<file path="src/rtl/alu_pipe_pkg.sv">
// Shared definitions for alu_pipe: opcodes, NZCV flag bit positions and FSM states.
package alu_pipe_pkg;

  localparam logic [2:0] OP_ADD = 3'b000;
  localparam logic [2:0] OP_SUB = 3'b001;
  localparam logic [2:0] OP_AND = 3'b010;
  localparam logic [2:0] OP_OR  = 3'b011;
  localparam logic [2:0] OP_MOV = 3'b100;
  localparam logic [2:0] OP_MUL = 3'b101;

  localparam int FLAG_N = 3;
  localparam int FLAG_Z = 2;
  localparam int FLAG_C = 1;
  localparam int FLAG_V = 0;

  typedef enum logic [0:0] {
    ST_IDLE = 1'b0,
    ST_MUL  = 1'b1
  } state_t;

endpackage

</file>
<file path="src/rtl/alu_pipe_mul.sv">
// Iterative shift-add multiplier: low WIDTH bits of a*b, one partial product per cycle.
// The final partial product is folded in combinationally so 'product' is valid while 'done'.
module alu_pipe_mul #(
  parameter int WIDTH = 32
) (
  input  logic             clk,
  input  logic             rst_n,
  input  logic             start,
  input  logic [WIDTH-1:0] a,
  input  logic [WIDTH-1:0] b,
  input  logic             ack,
  output logic             done,
  output logic [WIDTH-1:0] product
);

  localparam int CW = $clog2(WIDTH) + 1;

  logic             busy_r;
  logic [CW-1:0]    cnt_r;
  logic [WIDTH-1:0] mcand_r;
  logic [WIDTH-1:0] mplier_r;
  logic [WIDTH-1:0] acc_r;
  logic [WIDTH-1:0] partial_s;

  assign partial_s = mplier_r[0] ? mcand_r : {WIDTH{1'b0}};
  assign product   = acc_r + partial_s;
  assign done      = busy_r && (cnt_r == CW'(WIDTH - 1));

  // Operand load, per-cycle accumulate/shift, and hold at final count until acknowledged
  always_ff @(posedge clk or negedge rst_n) begin
    if (!rst_n) begin
      busy_r   <= 1'b0;
      cnt_r    <= {CW{1'b0}};
      mcand_r  <= {WIDTH{1'b0}};
      mplier_r <= {WIDTH{1'b0}};
      acc_r    <= {WIDTH{1'b0}};
    end else if (start) begin
      busy_r   <= 1'b1;
      cnt_r    <= {CW{1'b0}};
      mcand_r  <= a;
      mplier_r <= b;
      acc_r    <= {WIDTH{1'b0}};
    end else if (busy_r && !done) begin
      acc_r    <= product;
      mcand_r  <= {mcand_r[WIDTH-2:0], 1'b0};
      mplier_r <= {1'b0, mplier_r[WIDTH-1:1]};
      cnt_r    <= cnt_r + {{(CW-1){1'b0}}, 1'b1};
    end else if (done && ack) begin
      busy_r   <= 1'b0;
      cnt_r    <= {CW{1'b0}};
    end else begin
      busy_r   <= busy_r;
    end
  end

endmodule

</file>
<file path="src/rtl/alu_pipe.sv">
// Registered ALU stage with valid/ready handshake and NZCV flags.
// Define ALU_MUL_EN to enable the iterative multiplier on opcode 101 (illegal otherwise).
module alu_pipe
  import alu_pipe_pkg::*;
#(
  parameter int WIDTH = 32
) (
  input  logic             clk,
  input  logic             rst_n,
  input  logic             in_valid,
  output logic             in_ready,
  input  logic [2:0]       in_op,
  input  logic [WIDTH-1:0] in_a,
  input  logic [WIDTH-1:0] in_b,
  output logic             out_valid,
  input  logic             out_ready,
  output logic [WIDTH-1:0] out_result,
  output logic [3:0]       out_flags,
  output logic             out_err
);

  state_t           state_r;
  logic             out_valid_r;
  logic [WIDTH-1:0] out_result_r;
  logic [3:0]       out_flags_r;
  logic             out_err_r;

  logic             can_load_s;
  logic             accept_s;
  logic             is_mul_s;
  logic [WIDTH:0]   sum_s;
  logic [WIDTH:0]   diff_s;
  logic [WIDTH-1:0] alu_res_s;
  logic             alu_c_s;
  logic             alu_v_s;
  logic             alu_err_s;
  logic [3:0]       alu_flags_s;

  assign can_load_s = !out_valid_r || out_ready;
  assign in_ready   = (state_r == ST_IDLE) && can_load_s;
  assign accept_s   = in_valid && in_ready;

  assign out_valid  = out_valid_r;
  assign out_result = out_result_r;
  assign out_flags  = out_flags_r;
  assign out_err    = out_err_r;

  // Subtraction as A + ~B + 1 so the carry out is the unsigned no-borrow flag
  assign sum_s  = {1'b0, in_a} + {1'b0, in_b};
  assign diff_s = {1'b0, in_a} + {1'b0, ~in_b} + {{WIDTH{1'b0}}, 1'b1};

  // Single-cycle result and flags for the non-iterative opcodes
  always_comb begin
    alu_res_s = {WIDTH{1'b0}};
    alu_c_s   = 1'b0;
    alu_v_s   = 1'b0;
    alu_err_s = 1'b0;
    case (in_op)
      OP_ADD: begin
        alu_res_s = sum_s[WIDTH-1:0];
        alu_c_s   = sum_s[WIDTH];
        alu_v_s   = (in_a[WIDTH-1] == in_b[WIDTH-1]) && (sum_s[WIDTH-1] != in_a[WIDTH-1]);
      end
      OP_SUB: begin
        alu_res_s = diff_s[WIDTH-1:0];
        alu_c_s   = diff_s[WIDTH];
        alu_v_s   = (in_a[WIDTH-1] != in_b[WIDTH-1]) && (diff_s[WIDTH-1] != in_a[WIDTH-1]);
      end
      OP_AND:  alu_res_s = in_a & in_b;
      OP_OR:   alu_res_s = in_a | in_b;
      OP_MOV:  alu_res_s = in_b;
      default: alu_err_s = 1'b1;
    endcase
    alu_flags_s         = 4'b0000;
    alu_flags_s[FLAG_N] = alu_res_s[WIDTH-1];
    alu_flags_s[FLAG_Z] = (alu_res_s == {WIDTH{1'b0}});
    alu_flags_s[FLAG_C] = alu_c_s;
    alu_flags_s[FLAG_V] = alu_v_s;
  end

`ifdef ALU_MUL_EN
  logic             mul_ack_s;
  logic             mul_done_s;
  logic [WIDTH-1:0] mul_prod_s;
  logic [3:0]       mul_flags_s;

  assign is_mul_s  = (in_op == OP_MUL);
  assign mul_ack_s = (state_r == ST_MUL) && can_load_s;

  // Multiply only produces N and Z; C and V are forced clear
  always_comb begin
    mul_flags_s         = 4'b0000;
    mul_flags_s[FLAG_N] = mul_prod_s[WIDTH-1];
    mul_flags_s[FLAG_Z] = (mul_prod_s == {WIDTH{1'b0}});
  end

  alu_pipe_mul #(
    .WIDTH(WIDTH)
  ) u_mul (
    .clk     (clk),
    .rst_n   (rst_n),
    .start   (accept_s && is_mul_s),
    .a       (in_a),
    .b       (in_b),
    .ack     (mul_ack_s),
    .done    (mul_done_s),
    .product (mul_prod_s)
  );
`else
  assign is_mul_s = 1'b0;
`endif

  // Control FSM and output register; the output only drops when drained without a replacement
  always_ff @(posedge clk or negedge rst_n) begin
    if (!rst_n) begin
      state_r      <= ST_IDLE;
      out_valid_r  <= 1'b0;
      out_result_r <= {WIDTH{1'b0}};
      out_flags_r  <= 4'b0000;
      out_err_r    <= 1'b0;
    end else begin
      case (state_r)
        ST_IDLE: begin
          if (accept_s && is_mul_s) begin
            state_r     <= ST_MUL;
            out_valid_r <= 1'b0;
          end else if (accept_s) begin
            out_valid_r  <= 1'b1;
            out_result_r <= alu_res_s;
            out_flags_r  <= alu_flags_s;
            out_err_r    <= alu_err_s;
          end else if (out_ready) begin
            out_valid_r <= 1'b0;
          end else begin
            out_valid_r <= out_valid_r;
          end
        end
`ifdef ALU_MUL_EN
        ST_MUL: begin
          if (mul_ack_s && mul_done_s) begin
            state_r      <= ST_IDLE;
            out_valid_r  <= 1'b1;
            out_result_r <= mul_prod_s;
            out_flags_r  <= mul_flags_s;
            out_err_r    <= 1'b0;
          end else if (out_ready) begin
            out_valid_r <= 1'b0;
          end else begin
            out_valid_r <= out_valid_r;
          end
        end
`endif
        default: begin
          state_r     <= ST_IDLE;
          out_valid_r <= 1'b0;
        end
      endcase
    end
  end

endmodule

</file>
<file path="config.mk">
export PLATFORM = sky130hd
export DESIGN_NAME = alu_pipe
export DESIGN_NICKNAME = d
export VERILOG_FILES = /design/src/rtl/alu_pipe_pkg.sv /design/src/rtl/alu_pipe_mul.sv /design/src/rtl/alu_pipe.sv
export SDC_FILE = /design/constraint.sdc
export NUM_CORES = 1
export LEC_CHECK = 0
export ABC_CLOCK_PERIOD_IN_PS = 4260
export BUFFER_PORTS_ARGS = -buffer_cell sky130_fd_sc_hd__buf_2
export CAP_MARGIN = 20
export CELL_PAD_IN_SITES_DETAIL_PLACEMENT = 0
export CELL_PAD_IN_SITES_GLOBAL_PLACEMENT = 2
export CORE_MARGIN = 5
export CORE_UTILIZATION = 36
export CTS_CLUSTER_SIZE = 14
export DETAILED_ROUTE_END_ITERATION = 12
export GPL_TIMING_DRIVEN = 0
export PLACE_DENSITY = 0.92
export SETUP_SLACK_MARGIN = 0.02
export SLEW_MARGIN = 10
export SYNTH_ARGS = -nofsm -noshare
export SYNTH_HDL_FRONTEND = slang
export SYNTH_SLANG_ARGS = --single-unit
</file>
<file path="constraint.sdc">
create_clock -name clk -period 4.26 [get_ports clk]
set_clock_uncertainty 0.2 [all_clocks]
set_input_delay 0.213 -clock clk [delete_from_list [all_inputs] [get_ports clk]]
set_output_delay 0.213 -clock clk [all_outputs]
set_load 0.01 [all_outputs]
</file>
### Yosys cells after proc, flatten, opt, wreduce, memory -nomap -nowiden

Index checks and enable logic that the tools add are counted.

| operators by class | value |
|---|---|
| bitwise operators | 3 |
| reductions and logical operators | 9 |
| equal/unequal tests | 8 |
| muxes and demuxes | 6 |
| add/subtract/negate cells | 3 |

Operator list:

| operator | count |
|---|---|
| case mux 32 bit (5 select lines) | 1 |
| adder 32 x 32 -> 33 bit | 2 |
| adder 33 x 1 -> 33 bit (second input constant) | 1 |
| bitwise AND 32 bit | 1 |
| zero test 32 bit | 1 |
| NOT 32 bit | 1 |
| OR 32 bit | 1 |
| equality test 3 x 2 -> 1 bit (second input constant) | 2 |
| OR reduction 5 bit | 1 |
| case mux 1 bit (2 select lines) | 2 |
| equality test 3 x 1 -> 1 bit (second input constant) | 1 |
| equality test 3 bit (second input constant) | 1 |
| logical AND 1 bit | 3 |
| zero test 3 bit | 1 |
| two-way mux 1 bit | 3 |
| != test 1 bit | 3 |
| nonzero test 2 bit | 1 |
| equality test 1 bit | 1 |
| zero test 1 bit | 1 |
| logical OR 1 bit | 1 |

| storage, ports and cells | value |
|---|---|
| input bits | 71 |
| logic and storage cells | 33 |
| output and inout port bits | 39 |
| register bits after elaboration | 38 |

### Depth between registers and ports, before layout

| depth | value |
|---|---|
| depth in word-level cells | 6 |
| depth in mapped cells | 14 |
| gate-level depth less buffers | 14 |

### Least setup slack after synthesis

OpenSTA, ideal clock, no wires.

| timing path | value |
|---|---|
| path kind | input to register |
| from | input port in_a[0] |
| to | register out_flags_r[2] (netlist: out_flags[2]) |
| setup slack | 1,083 ps |
| arrival | 2,885 ps |
| stages | 14 |
| library setup time | 92 ps |
| required time | 3,968 ps |
| path buffers | 0 |
| path through | inv_1 > ha_1 > fa_1 > o21bai_1 > o2111ai_1 > and2_1 > a221o_1 > a222oi_1 > and4_1 > and3_1 > and4_1 > and4_1 > nand3_1 > o31ai_2 |

| between the ends | value |
|---|---|
| cells in the longest elaborated chain, start to end | 4 |
| elaborated cells between the ends (all ways) | 7 |
| classes of those cells | add/sub (3); mux (1); bitwise (2); reduce/logical (1) |

Ends and longest elaborated chain:

| what | line | RTL |
|---|---|---|
| from (decl) | alu_pipe.sv:13 | `input logic [WIDTH-1:0] in_a,` |
| adder 32 x 32 -> 33 bit | alu_pipe.sv:50 | `assign diff_s = {1'b0, in_a} + {1'b0, ~in_b} + {{WIDTH{1'b0}}, 1'b1};` |
| adder 33 x 1 -> 33 bit | alu_pipe.sv:50 |  |
| case mux 32 bit (5 select lines) (*) | alu_pipe.sv:58 | `case (in_op)` |
| zero test 32 bit (*) | alu_pipe.sv:76 | `alu_flags_s[FLAG_Z] = (alu_res_s == {WIDTH{1'b0}});` |
| to (signal assigned) | alu_pipe.sv:130 | `out_flags_r <= alu_flags_s;` |
| to (decl) | alu_pipe.sv:25 | `logic [3:0] out_flags_r;` |

Mark *: on every way between the ends. The rest lies on a longest branch, timed or not.
A chain may end at the register's enable or synchronous reset.

### Worst setup path in the final report

| timing path | value |
|---|---|
| from | input port in_op[0] |
| to | register out_flags_r[2] (netlist: out_flags[2]) |

| between the ends | value |
|---|---|
| cells in the longest elaborated chain, start to end | 3 |
| elaborated cells between the ends (all ways) | 7 |
| classes of those cells | eq/ne (4); mux (1); reduce/logical (2) |

Ends and longest elaborated chain:

| what | line | RTL |
|---|---|---|
| from (decl) | alu_pipe.sv:12 | `input logic [2:0] in_op,` |
| equality test 3 bit, or another cell as far along | alu_pipe.sv:58 |  |
| case mux 32 bit (5 select lines) (*) | alu_pipe.sv:58 |  |
| zero test 32 bit (*) | alu_pipe.sv:76 |  |

Marked as above.

==> flow_metrics.py <==
metrics = {
    "status": {
        "run_status": "finished, final reports clean",
    },
    "grt": {
        "grt-ovfl-total": 0,
        "grt_pass1_vias": 7501,
        "antenna_violations_before_repair": 0,
        "grt_max_degree": 38,
        "first_pass_grt_wire_length_mm": 42.7,
        "globalRouteTotalUtil": 0.240,
    },
    "worst_hold_path": {
        "hold_start": "out_ready",
        "hold-path-endpoint": "out_valid$_DFFE_PN0P_",
        "worst_hold_path_type": "input port to flop",
        "whs_path_depth": 3,
    },
    "power": {
        "design_internal_power_uw": 997,
        "power.switching_fraction": 0.452,
        "total_power_mw": 1.82,
        "power.combinational.fraction": 0.554,
        "share_clk_of_total_power": 0.200,
        "powerDensity_mw_per_mm2": 224,
        "power.ir.vdd_worst_mv": 0.140,
        "total_leakage_power_nw": 3.85,
        "power.net_switching_uw": 823,
        "power.sequential.fraction": 0.245,
    },
    "critical_path": {
        "worstRegToRegCells": 11,
        "regToRegEndpoint": "out_flags[2]$_DFFE_PN0P_",
        "rrSetupSlack_ns": 1.35,
        "critPathLaunchType": "input port",
        "worst_ep_required_ns": 4.23,
        "critical_path.max_fanout": 10,
        "regToRegStartpoint": "out_valid$_DFFE_PN0P_",
        "timing.critical_path.to_type": "flop",
        "arrival_ns": 3.99,
        "timing_worst_setup_path_type": "input port to flop",
    },
    "timing": {
        "grt_setup_unrepaired": "false",
        "fin_worst_hold_slack_ns": 0.0681,
        "hold_viol_final": 0,
        "fmax_mhz": 248,
        "final.period_utilization": 0.946,
        "period_needed_ns": 4.03,
        "worstMarginPinSlew_ns": 1.09,
        "slew_violations": 0,
        "final_setup_viols": 0,
        "relative_max_transition_margin": 0.272,
    },
    "layout": {
        "final_layout_size_suffix_gt1_frac": 0.150,
        "multi_input_area_mm2": 0.00557,
        "finalNonFillerCells": 1364,
        "post-route-util": 0.419,
        "fillerInstances": 2118,
        "sequential_cell_area_in_the_final_layout_um2": 926,
        "finalNetCount": 1276,
        "area_growth_syn_to_layout_pct": 14.7,
        "post-route-cell-area_mm2": 0.00813,
        "diodes": 0,
    },
    "yosys": {
        "synth_top_area_frac": 0.184,
        "synth_edf_count": 0,
        "syn_inst": 982,
        "ys.flop_type": "dfrtp_1",
        "synth.distinct_cells": 87,
        "synth_seq_area_share": 0.131,
        "mappedNetlistNets": 1159,
        "ys_seq_elements": 37,
        "netlist_area_mm2": 0.00708,
        "ys_warn_count": 0,
        "synth_largest_area_cell": "ha_1",
        "ys_top_cells_by_area": "ha_1 18%, dfrtp_1 13%, a21oi_1 6.6%",
        "avg_cell_area_syn_um2": 7.21,
        "synth_async_sr_flop_share": 1.00,
    },
    "placed_design": {
        "post_dp_hpwl_mm": 22.1,
        "placedInstanceArea_mm2": 0.00796,
        "finalWeightedCongestion": 0.997,
        "placement.io_buffers": 108,
        "placedCellCount": 1355,
    },
    "die": {
        "initial_utilization": 0.365,
        "io_pins": 110,
        "floorplan.die.height_um": 150,
        "design.die.area_mm2": 0.0226,
        "fp.coreArea_mm2": 0.0194,
        "core.rowCount": 51,
        "fp.dieW_um": 150,
    },
    "drt": {
        "post-route-drc-count": 0,
        "post_drt_wl_per_cell_um": 20.4,
        "detail-route-antenna-nets": 0,
        "vias": 7938,
        "post_drt_via_cell_ratio": 5.82,
        "finalWirelength_mm": 27.8,
        "detailedRoute.firstIterationViolations": 917,
        "firstDrtPassIters": 5,
    },
    "clock_network": {
        "tritoncts": "built",
        "cts-root-buf": "clkbuf_16",
        "clk_pin_slew_ns": 0.05,
        "tritoncts.num_buffers": 5,
        "cts_buffer_depth": 2,
        "post_cts_buffers": 0,
        "cts.htree.levels": 2,
        "cts_num_sinks": 37,
        "insertion_delay_to_the_later_sink_of_the_worst_skew_pair_ns": 0.28,
    },
    "run": {
        "drv_cap": 0,
    },
}
area by class of cell:
cell class | count | share of cell area
buffer | 58 | 0.0299
clock buffer | 7 | 0.0176
sequential | 37 | 0.114
inverter | 94 | 0.0434
multi-input combinational | 793 | 0.685
tap | 265 | 0.0408
timing repair buffer | 110 | 0.0690
critical path: stages:
cell      delay (ns)
buf_2           0.11
clkbuf_1        0.40
inv_1           0.30
nor2_1          0.34
clkbuf_1        0.59
buf_2           0.43
buf_1           0.58
a221oi_1        0.20
a21oi_1         0.29
a211oi_1        0.10
and4_1          0.23
nand3_1         0.11
o31ai_2         0.08
layout by cell type, fill, tap and decap left out, drive strengths merged, types with 8 or more instances in the layout:
cell type and count:
o31ai 11, a221o 11, nor3 20, o211ai 18, nor2 84, or2 11
o221ai 12, or3 9, nand3 16, nor4 9, and2 9, a21o 15
o21bai 13, xnor2 8, nand4 9, a31oi 9, nor2b 13, o21a 8
ha 104, inv 94, dfrtp 37, a21oi 95, o21ai 65, a22o 8
buf 127, a211oi 21, nand2 93, nand2b 14, clkbuf 46
power by group through the flow:
stage          combinational (mW)  clock (mW)  sequential [mW]
2_1_floorplan               0.625           0            0.460
3_3_place_gp                0.989           0            0.449
3_5_place_dp                0.988           0            0.450
4_1_cts                     0.994       0.364            0.445
5_1_grt                      1.11       0.379            0.450
6_report                     1.01       0.365            0.446
state kept, by name (all words and copies together) (netlist names):
name and cells:
out_err 1, out_flags 3, out_result 32, out_valid 1
Yosys cell counts (12+ instances only):
master,instances
dfrtp_1,37
o211ai_1,18
clkbuf_1,39
ha_1,104
nor2_1,84
nor2b_1,13
nand3_1,16
o221ai_1,12
a21oi_1,94
nand2b_1,14
buf_2,15
inv_1,92
nor3_1,20
a211oi_1,16
o21ai_0,54
o21bai_1,13
nand2_1,92
a21o_1,15
kinds of logic after synthesis:
logic type               after synthesis  synth area share
multiplexers                           6           0.00848
adder cells (fa/ha/maj)              106             0.189
flip-flops                            37             0.131
XOR/XNOR                               9            0.0111
AO/OA/AOI/OAI                        364             0.365
buffers and inverters                152            0.0837
AND/OR/NAND/NOR                      308             0.211
routing by layer:
metal	GRT usage	up-vias	routed length [um]
met2	0.370	371	11700
li1	-	3829	-
met3	0.0292	49	2270
met5	0	-	0
met1	0.349	3689	12900
met4	0.0764	0	874
per-stage QoR:
| stage | setup WS (ns) | TNS [ns] |
|---|---|---|
| detailed placement | -0.233 | -0.420 |
| floorplan | 1.08 | 0 |
| global placement | -0.407 | -0.846 |
| CTS | 0.0544 | 0 |
| global route | 0.0667 | 0 |
| finish | 0.232 | 0 |
worst max-delay path by stage:
stage	startpoint	endpoint	slack [ns]	cells after the start
finish	in_op[0]	out_flags[2]$_DFFE_PN0P_	0.23	13
global route	in_op[0]	out_flags[2]$_DFFE_PN0P_	0.07	14
CTS	in_op[0]	out_flags[2]$_DFFE_PN0P_	0.05	12
detailed placement	in_op[0]	out_flags[2]$_DFFE_PN0P_	-0.23	12
global placement	in_op[0]	out_flags[2]$_DFFE_PN0P_	-0.41	12
floorplan	in_a[0]	out_flags[2]$_DFFE_PN0P_	1.08	14
repair_timing:
action | in CTS | in global routing
setup endpoints to repair | 0 | 2
resized for setup | 0 | 5
hold buffers | 2 | 0
endpoints found under the hold margin | 38 | 0
Note: power is estimated with default switching activity, not from simulation.
